**src/rtl/cpu_pkg.sv**
```systemverilog
// cpu_pkg: shared word width and fetch FSM state encoding
package cpu_pkg;
  localparam int WORD_W = 16;
  typedef enum logic [1:0] {S_IDLE, S_REQ, S_DONE, S_ERR} fetch_state_t;
endpackage

```
**src/rtl/fetch_wait_timer.sv**
```systemverilog
// fetch_wait_timer: 8-bit count of unacknowledged request cycles
module fetch_wait_timer #(
  parameter int LIMIT = 15
) (
  input  logic i_clock,
  input  logic i_reset,
  input  logic i_clear,
  input  logic i_enable,
  output logic o_expired
);
  localparam logic [7:0] LAST = 8'(LIMIT - 1);
  logic [7:0] r_count;
  always_ff @(posedge i_clock)
    if (i_reset || i_clear) r_count <= '0;
    else if (i_enable) r_count <= r_count + 8'd1;
  // high in the cycle whose missing ack would make the count reach LIMIT
  assign o_expired = r_count == LAST;
endmodule

```
**src/rtl/fetch_unit.sv**
```systemverilog
// fetch_unit: instruction fetch FSM with wait timeout, flush and registered IR/pc_next
module fetch_unit import cpu_pkg::*; #(
  parameter int PC_STEP  = 2,
  parameter int MAX_WAIT = 15
) (
  input  logic              i_clock,
  input  logic              i_reset,
  input  logic              i_start,
  input  logic              i_flush,
  input  logic [WORD_W-1:0] i_pc_in,
  output logic              o_mem_req,
  output logic [WORD_W-1:0] o_mem_addr,
  input  logic              i_mem_ack,
  input  logic [WORD_W-1:0] i_mem_rdata,
  output logic [WORD_W-1:0] o_instr,
  output logic [WORD_W-1:0] o_pc_next,
  output logic              o_fetch_done,
  output logic              o_busy,
  output logic              o_fetch_err
);
  localparam logic [WORD_W-1:0] STEP = WORD_W'(PC_STEP);
  fetch_state_t r_state, w_next;
  logic [WORD_W-1:0] r_mem_addr, r_instr, r_pc_next;
  logic w_in_req, w_launch, w_ack, w_expired;
  fetch_wait_timer #(.LIMIT(MAX_WAIT)) u_timer (
    .i_clock  (i_clock),
    .i_reset  (i_reset),
    .i_clear  (w_launch),
    .i_enable (w_in_req && !i_mem_ack && !i_flush),
    .o_expired(w_expired)
  );
  always_ff @(posedge i_clock)
    if (i_reset) r_state <= S_IDLE;
    else r_state <= w_next;
  // flush dominates start and ack everywhere; ack beats timeout
  always_comb begin
    w_in_req = r_state == S_REQ;
    w_launch = !w_in_req && i_start && !i_flush;
    w_ack    = w_in_req && i_mem_ack && !i_flush;
    w_next   = i_flush ? S_IDLE
             : w_in_req ? (i_mem_ack ? S_DONE : w_expired ? S_ERR : S_REQ)
             : i_start ? S_REQ
             : r_state == S_ERR ? S_ERR : S_IDLE;
  end
  always_ff @(posedge i_clock)
    if (i_reset) begin
      r_mem_addr <= '0;
      r_instr    <= '0;
      r_pc_next  <= '0;
    end else begin
      if (w_launch) r_mem_addr <= i_pc_in;
      if (w_ack) begin
        r_instr   <= i_mem_rdata;
        r_pc_next <= r_mem_addr + STEP;
      end
    end
  always_comb begin
    o_mem_req    = r_state == S_REQ;
    o_busy       = r_state == S_REQ;
    o_fetch_done = r_state == S_DONE;
    o_fetch_err  = r_state == S_ERR;
    o_mem_addr   = r_mem_addr;
    o_instr      = r_instr;
    o_pc_next    = r_pc_next;
  end
endmodule

```
**config.mk**
```make
export PLATFORM = sky130hd
export DESIGN_NAME = fetch_unit
export DESIGN_NICKNAME = d
export VERILOG_FILES = /design/src/rtl/cpu_pkg.sv /design/src/rtl/fetch_wait_timer.sv /design/src/rtl/fetch_unit.sv
export SDC_FILE = /design/constraint.sdc
export NUM_CORES = 1
export LEC_CHECK = 0
export BUFFER_PORTS_ARGS = -buffer_cell sky130_fd_sc_hd__buf_4
export CAP_MARGIN = 15
export CORE_MARGIN = 2
export CORE_UTILIZATION = 53
export DETAILED_ROUTE_END_ITERATION = 6
export HOLD_SLACK_MARGIN = 0.06
export PLACE_DENSITY = 0.9
export REMOVE_ABC_BUFFERS = 1
export SETUP_SLACK_MARGIN = 0.5
export SLEW_MARGIN = 20
export SYNTH_ARGS = -nofsm -noshare
export SYNTH_HDL_FRONTEND = slang
export SYNTH_SLANG_ARGS = --single-unit
```
**constraint.sdc**
```tcl
create_clock -name i_clock -period 2.17 [get_ports i_clock]
set_input_delay 0.434 -clock i_clock [delete_from_list [all_inputs] [get_ports i_clock]]
set_output_delay 0.434 -clock i_clock [all_outputs]
set_load 0.01 [all_outputs]
```
* After elaboration in Yosys (flattened, before gate mapping)
Index checks and enable logic that the tools add are counted.
** Cells by class
- Add/subtract/negate cells :: 2
- Eq/ne operators :: 4
- Multiplexer cells :: 5
- Reductions and logical operators :: 11
** Operators by type and width (count)
- 16-bit by 2-bit adder with 16-bit output, second input constant :: 1
- 2-bit 2-to-1 mux :: 5
- 8-bit by 1-bit adder with 8-bit output, second input constant :: 1
- 8-bit by 4-bit equality test with 1-bit output, second input constant :: 1
- 1-bit logical AND :: 6
- 2-bit equality test, second input constant :: 2
- 1-bit logical NOT :: 3
- 2-bit by 1-bit equality test with 1-bit output, second input constant :: 1
- 2-bit OR reduction :: 1
- 1-bit logical OR :: 1
** Storage, ports and cells
- Bits in registers :: 58
- Bits of input ports :: 37
- Output and inout port bits :: 52
- Logic and storage cells :: 27

* Depth between registers and ports, before layout
- Depth in word-level cells :: 5
- Mapped depth :: 6
- Depth with buffers taken out :: 6

* By module
Synthesis repeated with hierarchy kept, for this count alone.
** Unflattened totals
- Cells, all modules :: 285
- Area total of the unflattened synthesis :: 2447.3 sq um
** By module, submodules not included
- fetch_unit :: instances 1, cells an instance 243, area an instance 2063.2 sq um, sequential area each 1001.0 sq um
- fetch_wait_timer :: instances 1, cells an instance 42, area an instance 384.1 sq um, sequential area each 160.2 sq um

* Least setup slack after synthesis
Ideal clock, no wire load.
- Path type :: register to register
- Start :: register r_mem_addr[1] (netlist: o_mem_addr[1])
- End :: register r_pc_next[15] (netlist: o_pc_next[15])
- Setup time :: 0.138 ns
- Arrival :: 1.392 ns
- Data required time :: 2.032 ns
- Slack :: 0.640 ns
- Cell stages (with the launch flop) :: 6
- Buffers on the path :: 0
- Period minus slack after synthesis :: 1.530 ns
- Cell sequence :: dfxtp_1 ha_1 nand4_2 nor4_2 xnor2_1 a211oi_2
** Between the ends
- Cells in the longest elaborated chain, start to end :: 1
** RTL lines
- start: declaration :: RTL line fetch_unit.sv:23 : logic [WORD_W-1:0] r_mem_addr, r_instr, r_pc_next;
- start signal: assignment :: RTL line fetch_unit.sv:51 : if (w_launch) r_mem_addr <= i_pc_in;
- 16-bit by 2-bit adder with 16-bit output :: RTL line fetch_unit.sv:54 : r_pc_next <= r_mem_addr + STEP;
- end signal: assignment :: RTL line fetch_unit.sv:54
- end: declaration :: RTL line fetch_unit.sv:23
Every way passes these cells.
A chain may end at the register's enable or synchronous reset.

* Worst setup path in the final report
- Start :: register r_mem_addr[2] (netlist: o_mem_addr[2])
- End :: register r_pc_next[13] (netlist: o_pc_next[13])
The elaborated chain is that of the path after synthesis.

==> qor.txt <==
outcome: finished clean
Routed WL: 6170 um
largest cells by area after synthesis: dfxtp_1, nand2_1, a21oi_1
number of setup violations in the final report: 0
Post-synth top cells: nand2_1, dfxtp_1, a21oi_1
synth unique cells: 34
Yosys Warn Count: 0
Tot Pwr: 2.278 mW
Area Overhead vs Synth: 36.70%
Slew headroom: 64.64%
PwrDens: 668.6 nW/um2
Place WS: 0.5242 ns
Post-Syn Area: 2492 um2
Die X-Extent: 72.58 um
first-pass GRT wire length: 9791 um
Top FF cell, synth: dfxtp_1
Final period util: 73.28%
post-synthesis cell count: 290
Max Root-Sink Buffers: 2
Avg Cell Area, Syn: 8.594 um2
initial antenna violation count: 0
Initial Utilization: 56.08%
cts hold-fix bufs: 0
post-synth top area cell: dfxtp_1
R2R Path Start: o_mem_addr[2]
final layout net count: 420
Worst Tran Pin Value: 0.5282 ns
Fmax: 0.6289 GHz
GP Congestion: 0.8310
number of global-route vias before repair: 2161
fin. max-slew vios: 0
# H-tree levels: 3
DRT iter0 DRCs: 199
share of cells above drive strength 1: 35.16%
per-cell routed wire length: 14.15 um
Hold Slack: 0.2825 ns
RSZ-0062 raised after global routing: no
worst min-delay path startpoint: i_start
row count: 24
largest net degree at the start of global routing: 40
Critical Path RT: 2.44 ns
count leader, synth: nand2_1
Peak VDD IR: 0.4102 mV
crit end category: register
Yosys top cell area share: 46.59%
ANT nets after route: 0
TNS Setup: 0 ns
asr flop ratio synth: 0%
DP HPWL: 4242 um
routed vias/inst: 5.307
Core Area: 4444 um2
Worst-Skew Late Latency: 0.34 ns
CP Class: register to register
Filler cells: 307
full die area: 5267 um2
TritonCTS Sinks: 58
DRT Pass-1 Iters: 4
Ports: 89
final worst setup slack: 0.5799 ns
# diodes: 0
vias: 2314
Sequential Area: 1164 um2
Clk pin slew, worst setup/hold paths: 0.07 ns
sequential element share of the synthesized area: 46.59%
GRT Util Overall: 24.04%
minimum clock period: 1.590 ns
crit start category: register
clock root buffer: clkbuf_8
DR DRC count: 0
number of flops mapped to enable cells by yosys: 0
Fin. Hold Viols: 0
max_cap viols: 0
grt ovf: 0
crit-path max FO: 6
multi-input logic area: 1245 um2
DIE HEIGHT: 72.58 um
Yosys reg bits: 58
I/O Buffers: 88
Worst Hold Class: input port to register
Final Skew: 0.009350 ns
Critical Path Start: o_mem_addr[2]
CTS tree: built
clock buffer count from CTS: 9
P_leak: 1.352 nW
Critical Path AT: 1.86 ns
report_power, final:
group / internal (mW) / switching, mW / leakage, nW
Clock: 0.529 / 0.409 / 0.101
Sequential: 1.09 / 0.0319 / 0.471
Combinational: 0.112 / 0.105 / 0.780
worst max-delay path, cell delays in order, from the launching register on:
cell and delay, ns:
dfxtp_2 0.38, ha_2 0.23, nand4_2 0.22, nor4_2 0.35, xnor2_1 0.13, a211oi_2 0.21
per-layer routing:
layer  routed length, um  share of wire [%]  global-route usage [%]  vias up
met5                   0                  0                       0        -
met4                 129                2.1                   8.230        0
met3                 398                6.5                   8.978       11
met2                3116                 51                   39.60       78
met1                2526                 41                   28.92     1071
li1                    -                  -                       -     1154
stage by stage:
stage	util [%]	cell area (um2)	std cells
floorplan	-	2397	273
global placement	71.59	3182	419
detailed placement	71.59	3182	419
CTS	75.84	3371	434
global route	76.66	3407	436
finish	76.66	3407	436
cell usage in the layout (no fill, tap or decap), types with 4 or more instances in the layout:
cell / Yosys / layout
buf_4: 5 / 95
nand2_1: 73 / 73
dfxtp_1: 58 / 56
a21oi_1: 36 / 36
nor2_1: 28 / 28
clkbuf_8: 0 / 13
xnor2_1: 12 / 12
a211oi_2: 10 / 10
nand3_1: 9 / 9
xor2_1: 8 / 8
a211oi_1: 5 / 5
nand4_1: 4 / 4
final cells by class:
class,instances,area share [%]
Multi-Input combinational cell,212,36.54
Sequential cell,58,34.15
Timing Repair Buffer,96,21.52
Clock buffer,13,5.252
Tap cell,52,1.910
Inverter,3,0.3305
Clock inverter,2,0.2938
registers in the layout, indices dropped and copies added (netlist names):
signal / count
u_timer.r_count: 8
o_pc_next: 16
o_mem_addr: 16
o_instr: 16
r_state: 2
path summary, 6_finish.rpt:
| check | depth (start not counted) | slack [ns] | to |
|---|---|---|---|
| worst max-delay path | 5 | 0.58 | o_pc_next[13] |
| worst min-delay path | 2 | 0.28 | r_state[1] |
| worst max register to register | 5 | 0.58 | o_pc_next[13] |
| worst min register to register | 2 | 0.45 | o_instr[2] |
logic make-up (layout without fill, tap and decap cells):
| logic type | count (synthesis) | in the layout | share of synthesized area [%] |
|---|---|---|---|
| simple gates | 137 | 137 | 26.66 |
| fa+ha+maj | 3 | 3 | 1.506 |
| xor+xnor | 20 | 20 | 7.028 |
| compound gates | 52 | 52 | 13.96 |
| flops | 58 | 58 | 46.59 |
| buf+inv | 20 | 114 | 4.267 |
timing repair:
action,in CTS,in global routing
buffers inserted,0,2
endpoints found under the setup margin,0,27
gates resized for setup,0,6
Note: power is estimated with default switching activity, not from simulation.
